## config.mk

```make
export PLATFORM = sky130hd
export DESIGN_NAME = sprite_rom_arbiter_flat
export DESIGN_NICKNAME = d
export VERILOG_FILES = /design/src/rtl/sprite_rom_arbiter_if.sv /design/src/rtl/sprite_rom_arbiter.sv /design/src/flat_wrapper.sv
export SDC_FILE = /design/constraint.sdc
export NUM_CORES = 1
export LEC_CHECK = 0
export BUFFER_PORTS_ARGS = -buffer_cell sky130_fd_sc_hd__buf_2
export CAP_MARGIN = 20
export CORE_ASPECT_RATIO = 0.5
export CORE_MARGIN = 1.5
export CORE_UTILIZATION = 40
export DETAILED_ROUTE_END_ITERATION = 12
export MAX_ROUTING_LAYER = met4
export PLACE_DENSITY = 0.68
export SYNTH_ARGS = -nofsm -noshare
export SYNTH_HDL_FRONTEND = slang
export SYNTH_SLANG_ARGS = --single-unit
```

## constraint.sdc

```tcl
create_clock -name clk -period 2.95 [get_ports clk]
set_input_delay 0.59 -clock clk [delete_from_list [all_inputs] [get_ports clk]]
set_output_delay 0.59 -clock clk [all_outputs]
set_load 0.02 [all_outputs]
```

## src/rtl/sprite_rom_arbiter_if.sv

```systemverilog
// Requester-side bus of the sprite ROM arbiter: level requests with flattened
// addresses in, one-hot grant/response pulses and shared read data out.
interface sprite_rom_arbiter_if #(
  parameter int NREQ = 3,
  parameter int AW   = 12,
  parameter int DW   = 12
);
  logic [NREQ-1:0]    req;
  logic [NREQ*AW-1:0] addr;
  logic [NREQ-1:0]    gnt;
  logic [NREQ-1:0]    rvalid;
  logic [DW-1:0]      rdata;

  // Requester side drives requests and addresses
  modport master (output req, output addr, input gnt, input rvalid, input rdata);
  // Arbiter side answers with grants and read data
  modport slave  (input req, input addr, output gnt, output rvalid, output rdata);
endinterface

```

## src/rtl/sprite_rom_arbiter.sv

```systemverilog
// sprite_rom_arbiter: shares the single sprite/tile ROM read port between NREQ
// requesters. Requester 0 (pixel fetch) has absolute priority while bright is
// high; otherwise grants rotate round-robin. One access in flight at a time:
// IDLE -> ISSUE -> WAIT (RD_LAT cycles) -> RESP -> IDLE.
// Optional feature macro ARB_WAIT_STATS_EN: per-requester saturating wait
// counters feeding the max_wait statistic; without it max_wait is 0.
module sprite_rom_arbiter #(
  parameter int NREQ   = 3,
  parameter int AW     = 12,
  parameter int DW     = 12,
  parameter int RD_LAT = 2
) (
  input  logic                 clk,
  input  logic                 rst_n,
  input  logic                 bright,
  sprite_rom_arbiter_if.slave  bus,
  output logic                 mem_en,
  output logic [AW-1:0]        mem_addr,
  input  logic [DW-1:0]        mem_rdata,
  output logic                 busy,
  output logic [7:0]           max_wait
);

  localparam int PW = (NREQ > 1) ? $clog2(NREQ) : 1;

  typedef enum logic [1:0] {
    IDLE  = 2'd0,
    ISSUE = 2'd1,
    WAIT  = 2'd2,
    RESP  = 2'd3
  } state_t;

  state_t            state_r;
  logic [PW-1:0]     rr_r;
  logic [PW-1:0]     winner_r;
  logic [2:0]        cnt_r;
  logic [NREQ-1:0]   gnt_r;
  logic [NREQ-1:0]   rvalid_r;
  logic [DW-1:0]     rdata_r;
  logic [AW-1:0]     memAddr_r;
  logic              memEn_r;
  logic              busy_r;

  logic              prio_s;
  logic [PW-1:0]     pick_s;
  logic [PW-1:0]     nextRr_s;
  logic [AW-1:0]     addrSel_s;
  int                scanIdx_s;

  function automatic logic [NREQ-1:0] oneHot(input logic [PW-1:0] idx);
    logic [NREQ-1:0] vec;
    vec      = {NREQ{1'b0}};
    vec[idx] = 1'b1;
    return vec;
  endfunction

  // Winner selection: bright-region priority for requester 0, else the first
  // set request scanning upward from the round-robin pointer with wrap-around
  always_comb begin
    prio_s    = bright & bus.req[0];
    pick_s    = rr_r;
    scanIdx_s = 0;
    // Scan from the far end so the candidate closest to rr is written last
    for (int k = NREQ - 1; k >= 0; k--) begin
      scanIdx_s = (int'(rr_r) + k >= NREQ) ? int'(rr_r) + k - NREQ : int'(rr_r) + k;
      pick_s    = bus.req[PW'(scanIdx_s)] ? PW'(scanIdx_s) : pick_s;
    end
    if (prio_s) begin
      pick_s = {PW{1'b0}};
    end else begin
      pick_s = pick_s;
    end
    nextRr_s  = (pick_s == PW'(NREQ - 1)) ? {PW{1'b0}} : pick_s + PW'(1);
    addrSel_s = bus.addr[int'(pick_s) * AW +: AW];
  end

  // Access sequencer with registered grant, ROM strobe, response and busy flag
  always_ff @(posedge clk or negedge rst_n) begin
    if (!rst_n) begin
      state_r   <= IDLE;
      rr_r      <= {PW{1'b0}};
      winner_r  <= {PW{1'b0}};
      cnt_r     <= 3'd0;
      gnt_r     <= {NREQ{1'b0}};
      rvalid_r  <= {NREQ{1'b0}};
      rdata_r   <= {DW{1'b0}};
      memAddr_r <= {AW{1'b0}};
      memEn_r   <= 1'b0;
      busy_r    <= 1'b0;
    end else begin
      case (state_r)
        IDLE: begin
          rvalid_r <= {NREQ{1'b0}};
          if (|bus.req) begin
            winner_r  <= pick_s;
            // Priority grants to the pixel path leave the rotation untouched
            rr_r      <= prio_s ? rr_r : nextRr_s;
            memAddr_r <= addrSel_s;
            gnt_r     <= oneHot(pick_s);
            memEn_r   <= 1'b1;
            busy_r    <= 1'b1;
            state_r   <= ISSUE;
          end else begin
            state_r   <= IDLE;
          end
        end
        ISSUE: begin
          gnt_r   <= {NREQ{1'b0}};
          memEn_r <= 1'b0;
          cnt_r   <= 3'd0;
          state_r <= WAIT;
        end
        WAIT: begin
          // ROM data is valid in the last WAIT cycle; capture it on the way out
          if (cnt_r == 3'(RD_LAT - 1)) begin
            rdata_r  <= mem_rdata;
            rvalid_r <= oneHot(winner_r);
            state_r  <= RESP;
          end else begin
            cnt_r    <= cnt_r + 3'd1;
          end
        end
        RESP: begin
          rvalid_r <= {NREQ{1'b0}};
          busy_r   <= 1'b0;
          state_r  <= IDLE;
        end
        default: begin
          gnt_r    <= {NREQ{1'b0}};
          rvalid_r <= {NREQ{1'b0}};
          memEn_r  <= 1'b0;
          busy_r   <= 1'b0;
          state_r  <= IDLE;
        end
      endcase
    end
  end

  assign bus.gnt    = gnt_r;
  assign bus.rvalid = rvalid_r;
  assign bus.rdata  = rdata_r;
  assign mem_en     = memEn_r;
  assign mem_addr   = memAddr_r;
  assign busy       = busy_r;

`ifdef ARB_WAIT_STATS_EN
  logic [7:0] waitCnt_r  [NREQ];
  logic [7:0] waitNext_s [NREQ];
  logic [7:0] maxNext_s;
  logic [7:0] maxWait_r;

  // Next wait-counter values and the running maximum including them
  always_comb begin
    maxNext_s = maxWait_r;
    for (int i = 0; i < NREQ; i++) begin
      if (gnt_r[i]) begin
        waitNext_s[i] = 8'd0;
      end else if (bus.req[i]) begin
        waitNext_s[i] = (waitCnt_r[i] == 8'hFF) ? waitCnt_r[i] : waitCnt_r[i] + 8'd1;
      end else begin
        waitNext_s[i] = waitCnt_r[i];
      end
      maxNext_s = (waitNext_s[i] > maxNext_s) ? waitNext_s[i] : maxNext_s;
    end
  end

  // Wait-statistics registers
  always_ff @(posedge clk or negedge rst_n) begin
    if (!rst_n) begin
      for (int i = 0; i < NREQ; i++) begin
        waitCnt_r[i] <= 8'd0;
      end
      maxWait_r <= 8'd0;
    end else begin
      waitCnt_r <= waitNext_s;
      maxWait_r <= maxNext_s;
    end
  end

  assign max_wait = maxWait_r;
`else
  assign max_wait = 8'd0;
`endif

endmodule

```

## src/flat_wrapper.sv

```systemverilog
// flat-port wrapper written by rule: the top's interface ports become plain ports
module sprite_rom_arbiter_flat 
#(
  parameter int NREQ   = 3,
  parameter int AW     = 12,
  parameter int DW     = 12,
  parameter int RD_LAT = 2
)
  (clk, rst_n, bright, mem_en, mem_addr, mem_rdata, busy, max_wait, bus_req, bus_addr, bus_gnt, bus_rvalid, bus_rdata);
  sprite_rom_arbiter_if #(.NREQ(NREQ), .AW(AW), .DW(DW)) bus_i ();
  input  logic clk;
  input  logic rst_n;
  input  logic bright;
  output logic mem_en;
  output logic [AW-1:0] mem_addr;
  input  logic [DW-1:0] mem_rdata;
  output logic busy;
  output logic [7:0] max_wait;
  input wire logic [$bits(bus_i.req)-1:0] bus_req;
  input wire logic [$bits(bus_i.addr)-1:0] bus_addr;
  output wire logic [$bits(bus_i.gnt)-1:0] bus_gnt;
  output wire logic [$bits(bus_i.rvalid)-1:0] bus_rvalid;
  output wire logic [$bits(bus_i.rdata)-1:0] bus_rdata;
  assign bus_i.req = bus_req;
  assign bus_i.addr = bus_addr;
  assign bus_gnt = bus_i.gnt;
  assign bus_rvalid = bus_i.rvalid;
  assign bus_rdata = bus_i.rdata;
  sprite_rom_arbiter #(.NREQ(NREQ), .AW(AW), .DW(DW), .RD_LAT(RD_LAT)) u_core (.clk(clk), .rst_n(rst_n), .bright(bright), .bus(bus_i), .mem_en(mem_en), .mem_addr(mem_addr), .mem_rdata(mem_rdata), .busy(busy), .max_wait(max_wait));
endmodule
```

Yosys cells after proc, flatten, opt, wreduce, memory -nomap -nowiden
Cells that the tools add are included.
Widths: inputs -> output; s select.

operators by class
  shift-type cells = 1
  reduce and logical (&&, ||, !) cells = 16
  $add $sub $neg = 7
  mux-type cells = 33
  order comparisons = 10
  equality and inequality tests = 8
  bitwise logic cells = 2
  $mul = 1

operator list
  kind                 count
  $shiftx 36x32->12    1
  $mux 2               9
  $pmux 3 s2           3
  $lt 2x4->1 const B   3
  $reduce_and 2->1     6
  $mux 1               10
  $mux 3               3
  $pmux 2 s4           1
  $reduce_bool 2->1    4
  $bmux 1 s2           3
  $eq 2x2->1 const B   3
  $ge 3x2->1 const B   2
  $lt 2x3->1 const B   2
  $demux 1 s2          2
  $ge 2x1->1 const B   2
  $mul 2x2->4 const B  1
  $ne 2x1->1 const B   2
  $pmux 1 s2           2
  $sub 2x1->2 const B  2
  $add 2x1->3 const B  1
  $add 2x2->3 const B  1
  $add 3x1->3 const B  1
  $eq 3x1->1 const B   1
  $reduce_and 3->1     1
  other kinds (11)     12

storage, ports and cells
  bits of input ports = 54
  bits in registers = 41
  word-level logic and storage cells = 88

Logic depth before layout (Yosys ltp)
Gate-level depths: netlist of run 1.

  depth in word-level cells = 16
  depth in mapped cells = 9
  depth with buffers taken out = 7

Least setup slack after synthesis of run 1
Ideal clock, no wire load.

  path kind = flip-flop to flip-flop
  start = reg u_core.rr_r[1]
  end = reg u_core.memAddr_r[0], in the netlist u_core.mem_addr[0]
  path buffers = 2
  arrival time = 2.179 ns
  clock period less this slack = 2.305 ns
  setup slack = 0.645 ns
  cell stages (with the launch flop) = 9
  setup time = 0.126 ns
  cell sequence = dfrtp_1 ha_1 buf_6 mux2i_1 o221ai_2 a31oi_2 buf_6 mux2_1 a221o_1

between the ends
  cells in the longest elaborated chain, start to end = 12
  elaborated cells on any way between the ends = 26
  classes of those cells = 5 x add/sub; 1 x mul; 3 x order compare; 1 x shift; 16 x mux

ends and longest elaborated chain
  item                                              RTL line                  RTL
  start: declaration                                sprite_rom_arbiter.sv:34  logic [PW-1:0] rr_r;
  start signal: assignment                          sprite_rom_arbiter.sv:81  rr_r <= {PW{1'b0}};
  start signal: assignment                          sprite_rom_arbiter.sv:97  rr_r <= prio_s ? rr_r : nextRr_s;
  $add 2x2->3                                       sprite_rom_arbiter.sv:65  scanIdx_s = (int'(rr_r) + k >= NREQ) ? int'(rr_r) + k - NREQ : int'(rr_r) + k;
  $ge 3x2->1 / $sub 2x1->2 (equally long branches)  sprite_rom_arbiter.sv:65
  $mux 2                                            sprite_rom_arbiter.sv:65
  $bmux 1 s2                                        sprite_rom_arbiter.sv:66  pick_s = bus.req[PW'(scanIdx_s)] ? PW'(scanIdx_s) : pick_s;
  $mux 1 (implied by the code) (2 in series)        sprite_rom_arbiter.sv:66
  $mux 2 (2 in series)                              sprite_rom_arbiter.sv:66
  $mux 2 *                                          sprite_rom_arbiter.sv:66
  $mux 2 *                                          sprite_rom_arbiter.sv:68  if (prio_s) begin
  $mul 2x2->4 *                                     sprite_rom_arbiter.sv:74  addrSel_s = bus.addr[int'(pick_s) * AW +: AW];
  $shiftx 36x32->12 *                               sprite_rom_arbiter.sv:74
  end signal: assignment                            sprite_rom_arbiter.sv:87  memAddr_r <= {AW{1'b0}};
  end signal: assignment                            sprite_rom_arbiter.sv:98  memAddr_r <= addrSel_s;
  end: declaration                                  sprite_rom_arbiter.sv:40  logic [AW-1:0] memAddr_r;

Mark *: on every way between the ends. The rest lies on a longest branch, timed or not. The select of a mux whose other input is x is not followed.
A chain may end at the register's enable or synchronous reset.

Final worst setup path of run 1
  start = reg u_core.rr_r[0]
  end = reg u_core.memAddr_r[6], in the netlist u_core.mem_addr[6]

Same word-level chain as after synthesis.

==> metrics.md, run 1 <==
| Metric | Value |
|---|---|
| Overflow after GRT | 0 |
| RePlAce Congestion | 0.7594 |
| Die Wd | 112.4 um |
| Placement row count | 19 |
| Routed Antenna Nets | 0 |
| Asr flop ratio synth | 1.000 |
| Post-synthesis adder-cell area fraction | 0.05230 |
| Crit. End Element | register |
| Iteration-0 DRC Markers | 109 |
| Initial antenna violation count | 0 |
| Register area | 1026 um^2 |
| Failing checks | DRC |
| Slew margin rel. | 0.2683 |
| Worst skew pair latency | 0.28 ns |
| Nets@finish | 364 |
| Buffer and inverter count on the worst path | 1 |
| DP HPWL | 3887 um |
| Port bufs | 85 |
| Cell variety after synth | 44 |
| Seq/Total Area, Yosys | 0.4289 |
| Final setup fails | 0 |
| Count of cells resized by post-cts repair | 0 |
| Non-Filler Instances | 374 |
| Final worst path period need | 2.702 ns |
| Slew @ Worst Pin | 1.098 ns |
| Worst vdd ir | 0.0004837 V |
| Synth-to-layout area growth | 22.80% |
| H-Tree Depth | 2 |
| TritonRoute pass-1 iters | 10 |
| Min-Delay Path Class | in -> async |
| Class of the most critical setup path | reg -> reg |
| Leak pwr | 1.439 nW |
| DP Worst Slack | 0.2537 ns |
| Slew Limit Fails | 0 |
| Largest net degree at the start of global routing | 42 |
| TritonCTS clock tree | done |
| Layout cells sized above 1 | 0.3920 |
| GR Layer Usage met1 | 0.2075 |
| Seq cells post-synth | 41 |
| CP max stage delay | 0.86 ns |
| Die area | 6482 um^2 |
| Startpoint types | register |
| Routed via count | 1933 |
| Synth top cells by count | 41 x dfrtp_1, 17 x nand2_1, 14 x and2_1, 14 x mux2_2, 13 x o21ai_0 |
| Fillcell total | 511 |
| First-pass GRT wire length | 8659 um |
| Status | complete, but fails checks |
| Post-Route Skew | 0.003722 ns |
| Post-Synth XOR/XNOR Area | 0.003661 |
| Hold_ws | 0.4303 ns |
| Diode count | 0 |
| Utilization after layout | 0.5214 |
| Netlist Area Pre-Place | 2392 um^2 |
| Vias in the first global route | 1899 |
| Wire per inst | 13.67 um |
| Most common cell in the netlist | dfrtp_1 |
| Top Usage Layer GRT | met2 |
| Core area | 5634 um^2 |
| Die Ht | 57.69 um |
| Mapped Cells | 218 |
| Syn. warnings | 0 |
| Worst Path Max Fanout | 12 |
| Max Fclk | 370.1 MHz |
| IO Count | 94 |
| Global router's overall resource usage | 0.1727 |
| Post-synthesis simple-gate area fraction | 0.1281 |
| PwrDens | 1102 nW/um^2 |
| Post-CTS Repair Setup Buffers | 0 |
| Num CTS Buffers | 5 |
| DRC violations left | 3 |
| Synth top area share | 0.4289 |
| Clock slew at the register clock pins of the worst setup and hold paths | 0.06 ns |
| Max-cap check violation count | 0 |
| Crit share post-route | 0.9160 |
| Setup slack after layout | 0.2479 ns |
| RSZ-0062 raised after global routing | false |
| TNS Setup | 0 ns |
| Critical Path AT | 2.92 ns |
| Top cell family by delay on the critical path | compound AO/OA/AOI/OAI gates |
| Worst path cell trace | inv_1 > ha_1 > nor2b_1 > o31ai_1 > o21ai_2 > a21oi_1 > a221o_1 |
| CTS max path bufs | 2 |
| CTS Sinks | 41 |
| Largest family of logic cells by synthesized area | compound AO/OA/AOI/OAI gates |
| Synth Area per Inst | 10.97 um^2 |
| Inst Count DP | 366 |
| Footprint of the multi-input gates | 1207 um^2 |
| M3 GR Usage | 0.04289 |
| Main synth FF type | dfrtp_1 |
| Initial Util | 0.4246 |
| Multiplexer area fraction after synthesis | 0.1355 |
| Vias per cell | 5.168 |
| Met2 usage | 0.2892 |
| Synth Area in Compound Gates | 0.1726 |
| Area contributors post-synth | dfrtp_1 43%, mux2_2 6.6%, ha_1 5.2% |
| Number of synthesized flops with an enable pin | 0 |
| Synth area leader | dfrtp_1 |
| CTS Root Cell | clkbuf_16 |
| WP data required | 3.17 ns |
| CP max-delay cell | a21oi_1 |
| Reg2reg setup slack | 0.25 ns |
| Routed WL | 5112 um |
| Hold Fails Final Rpt | 0 |
| Post-CTS Hold Buffers | 0 |
## registers in the layout, indices dropped and copies added (netlist names)
register and flops:
u_core.mem_addr 12, u_core.mem_en 1, u_core.state_r 2, u_core.bus.gnt 3, u_core.bus.rdata 12, u_core.cnt_r 3
u_core.bus.rvalid 3, u_core.winner_r 2, u_core.rr_r 2, u_core.busy 1
## power by group
part	switching [mW]	internal [mW]	leakage [nW]
sequential	0.155	0.828	0.508
combinational	0.993	0.741	0.860
clock	0.210	0.311	0.0706
## per-layer routing
metal  wire length (um)  vias to the layer above  part of all wire
met1               2300                      941              0.45
met5                  0                        -                 0
met2               2503                       53              0.49
met3                258                        4             0.050
met4                 49                        0            0.0096
li1                   -                      935                 -
## final cells by class
cell class / instances / share of cell area
multi-input combinational: 155 / 0.4110
inverter: 11 / 0.01405
tap: 73 / 0.03109
timing repair buffer: 86 / 0.1474
clock buffer: 6 / 0.04387
clock inverter: 2 / 0.003407
sequential: 41 / 0.3492
## metrics by stage
| stage | area, um^2 | total power, mW |
|---|---|---|
| 4_1_cts | 2938 | 3.265 |
| 2_1_floorplan | 2419 | 2.316 |
| 3_3_place_gp | 2799 | 2.667 |
| 3_5_place_dp | 2799 | 2.731 |
| 5_1_grt | 2938 | 3.473 |
| 6_report | 2938 | 3.237 |
## layout by cell type, fill, tap and decap left out, types with 9 or more instances in the layout
cell,instances
inv_1,11
buf_2,85
mux2_2,14
ha_1,10
dfrtp_1,41
a221o_1,12
mux2_1,9
o21ai_0,13
and2_1,14
nand2_1,17
## path summary, 6_finish.rpt
kind | to | startpoint | cells past startpoint
max in group asynchronous | u_core.busy | rst_n | 1
worst max-delay path | u_core.mem_addr[6] | u_core.rr_r[0] | 7
worst min-delay path | u_core.mem_addr[0] | rst_n | 1
min in group clk | u_core.bus.rdata[9] | u_core.bus.rdata[9] | 1
worst max register to register | u_core.mem_addr[6] | u_core.rr_r[0] | 7
worst min register to register | u_core.bus.rdata[9] | u_core.bus.rdata[9] | 1
## kinds of logic after synthesis
family | Yosys count
XOR/XNOR | 1
other | 1
flip-flops | 41
adder cells (fa/ha/maj) | 10
AO/OA/AOI/OAI | 52
AND/OR/NAND/NOR | 55
buffers and inverters | 29
multiplexers | 29
(Power assumes the default switching activity.)
==> inputs of run 2 (changes only) <==
--- a/config.mk
+++ b/config.mk
@@ -12,7 +12,7 @@
 export CORE_UTILIZATION = 40
 export DETAILED_ROUTE_END_ITERATION = 12
 export MAX_ROUTING_LAYER = met4
-export PLACE_DENSITY = 0.68
+export PLACE_DENSITY_LB_ADDON = 0.08
 export SYNTH_ARGS = -nofsm -noshare
 export SYNTH_HDL_FRONTEND = slang
 export SYNTH_SLANG_ARGS = --single-unit
==> metrics.md, run 2 (synthesis gave the netlist of run 1 again) <==
| Metric | Value |
|---|---|
| Worst r2r path cells | 7 (unchanged) |
| Crit. End Element | register |
| Largest net degree at the start of global routing | 42 (unchanged) |
| DRC violations left | 3 (unchanged) |
| Placement row count | 19 (unchanged) |
| Vias in the first global route | 1991 (+4.8%) |
| TritonRoute pass-1 iters | 10 (unchanged) |
| Max-cap check violation count | 0 (unchanged) |
| Worst skew pair latency | 0.27 ns (about the same) |
| Hold Fails Final Rpt | 0 (unchanged) |
| Min-Delay Path Class | in -> async |
| Final setup fails | 0 (unchanged) |
| DP HPWL | 4029 um (+3.6%) |
| Global router's overall resource usage | 0.1827 (+0.009994) |
| Slew Limit Fails | 0 (unchanged) |
| Fillcell total | 517 (+1.2%) |
| Post-Route Skew | 0.002856 ns (-0.0008663 ns) |
| Worst vdd ir | 0.0005046 V (+4.3%) |
| TritonCTS clock tree | done |
| Slew margin rel. | 0.3256 (+0.05728) |
| Wire per inst | 14.21 um (+4.0%) |
| Post-CTS Hold Buffers | 0 (unchanged) |
| Reg2reg end | u_core.mem_addr[6] |
| Die Wd | 112.4 um (unchanged) |
| Max Fclk | 374.3 MHz (+1.1%) |
| Setup slack after layout | 0.2785 ns (+0.03059 ns) |
| Worst Path Max Fanout | 12 (unchanged) |
| Utilization after layout | 0.5221 (+0.0006660) |
| Routed Antenna Nets | 0 (unchanged) |
| Crit share post-route | 0.9056 (-0.01037) |
| Leak pwr | 1.438 nW (about the same) |
| H-Tree Depth | 2 (unchanged) |
| CTS Sinks | 41 (unchanged) |
| Clock slew at the register clock pins of the worst setup and hold paths | 0.06 ns (about the same) |
| RSZ-0062 raised after global routing | false |
| Die area | 6482 um^2 (unchanged) |
| Hold_ws | 0.4469 ns (+0.01664 ns) |
| RePlAce Congestion | 0.8177 (+7.7%) |
| Synth-to-layout area growth | 22.96% |
| Non-Filler Instances | 373 (-0.27%) |
| Final worst path period need | 2.671 ns (-0.03059 ns) |
| Iteration-0 DRC Markers | 165 (+51%) |
| Core area | 5634 um^2 (unchanged) |
| Initial antenna violation count | 0 (unchanged) |
| Class of the most critical setup path | reg -> reg |
| Most frequent cells in the layout | 85 x buf_2, 41 x dfrtp_1, 17 x nand2_1, 14 x mux2_2, 14 x and2_1 |
| Nets@finish | 364 (unchanged) |
| Overflow after GRT | 0 (unchanged) |
| PwrDens | 1105 nW/um^2 (+0.27%) |
| R2R Path Start | u_core.rr_r[0] |
| WP data required | 3.16 ns (about the same) |
| Num CTS Buffers | 5 (unchanged) |
| Port bufs | 85 (unchanged) |
| Diode count | 0 (unchanged) |
| Commonest non-fill, non-tap cell in the layout | buf_2 |
| Slew @ Worst Pin | 1.012 ns (-0.08592 ns) |
| IO Count | 94 (unchanged) |
| Critical Path AT | 2.88 ns (-0.04 ns) |
| CTS max path bufs | 2 (unchanged) |
| Failing checks | DRC |
| Status | complete, but fails checks |
| TNS Setup | 0 ns (unchanged) |
| Inst Count DP | 366 (unchanged) |
| Routed WL | 5302 um (+3.7%) |
| Reg2reg setup slack | 0.28 ns (+0.03 ns) |
| Die Ht | 57.69 um (unchanged) |
| Post-CTS Repair Setup Buffers | 0 (unchanged) |
| Vias per cell | 5.118 (-0.98%) |
| DP Worst Slack | 0.2994 ns (+0.04577 ns) |
| Count of cells resized by post-cts repair | 0 (unchanged) |
| Startpoint types | register |
| Layout cells sized above 1 | 0.3900 (-0.002027) |
| Initial Util | 0.4246 (unchanged) |
| CTS Root Cell | clkbuf_16 |
| Routed via count | 1909 (-1.2%) |
| First-pass GRT wire length | 9128 um (+5.4%) |
run 2: worst max-delay path, stage by stage (launching register included):
cell and delay (ns):
dfrtp_1 0.36, inv_1 0.09, ha_1 0.43, nor2b_1 0.18
o31ai_1 0.29, o21ai_2 0.16, a21oi_1 0.80, a221o_1 0.29
run 2: final cells by class:
type                    instances  area, um^2  area share
multi-input cells             155        1207      0.4105
flip-flops and latches         41        1026      0.3488
repair buffers                 86       432.9      0.1472
clock buffers                   7       142.6     0.04849
well taps                      73       91.34     0.03105
inverters                      11       41.29     0.01404
run 2: metal layers:
metal / routed length [um] / track usage / vias up
met4: 17 / 0.02532 / 0
met3: 256 / 0.04289 / 2
met5: 0 / - / -
li1: - / - / 930
met1: 2549 / 0.2273 / 918
met2: 2479 / 0.3181 / 59
run 2: through the flow:
stage                     total power, mW  cell area (um^2)
after floorplan                     2.316              2419
after global placement              2.684              2799
after detailed placement            2.737              2799
final                               3.250              2942
after global routing                3.519              2942
after CTS                           3.281              2942
run 2: power by group:
group	internal, mW	switching (mW)	total [mW]
Combinational	0.741	1.01	1.75
Clock	0.332	0.193	0.525
Sequential	0.828	0.151	0.979
Total	1.90	1.35	3.25
run 2: worst max path at each step:
stage	startpoint	end	slack, ns	depth (start not counted)
2_1_floorplan	u_core.rr_r[1]	u_core.mem_addr[0]	0.65	8
3_3_place_gp	u_core.rr_r[0]	u_core.mem_addr[6]	0.36	7
3_5_place_dp	u_core.rr_r[0]	u_core.mem_addr[6]	0.30	7
4_1_cts	u_core.rr_r[0]	u_core.mem_addr[2]	0.28	7
5_1_grt	u_core.rr_r[0]	u_core.mem_addr[6]	0.05	7
6_report	u_core.rr_r[0]	u_core.mem_addr[6]	0.28	7
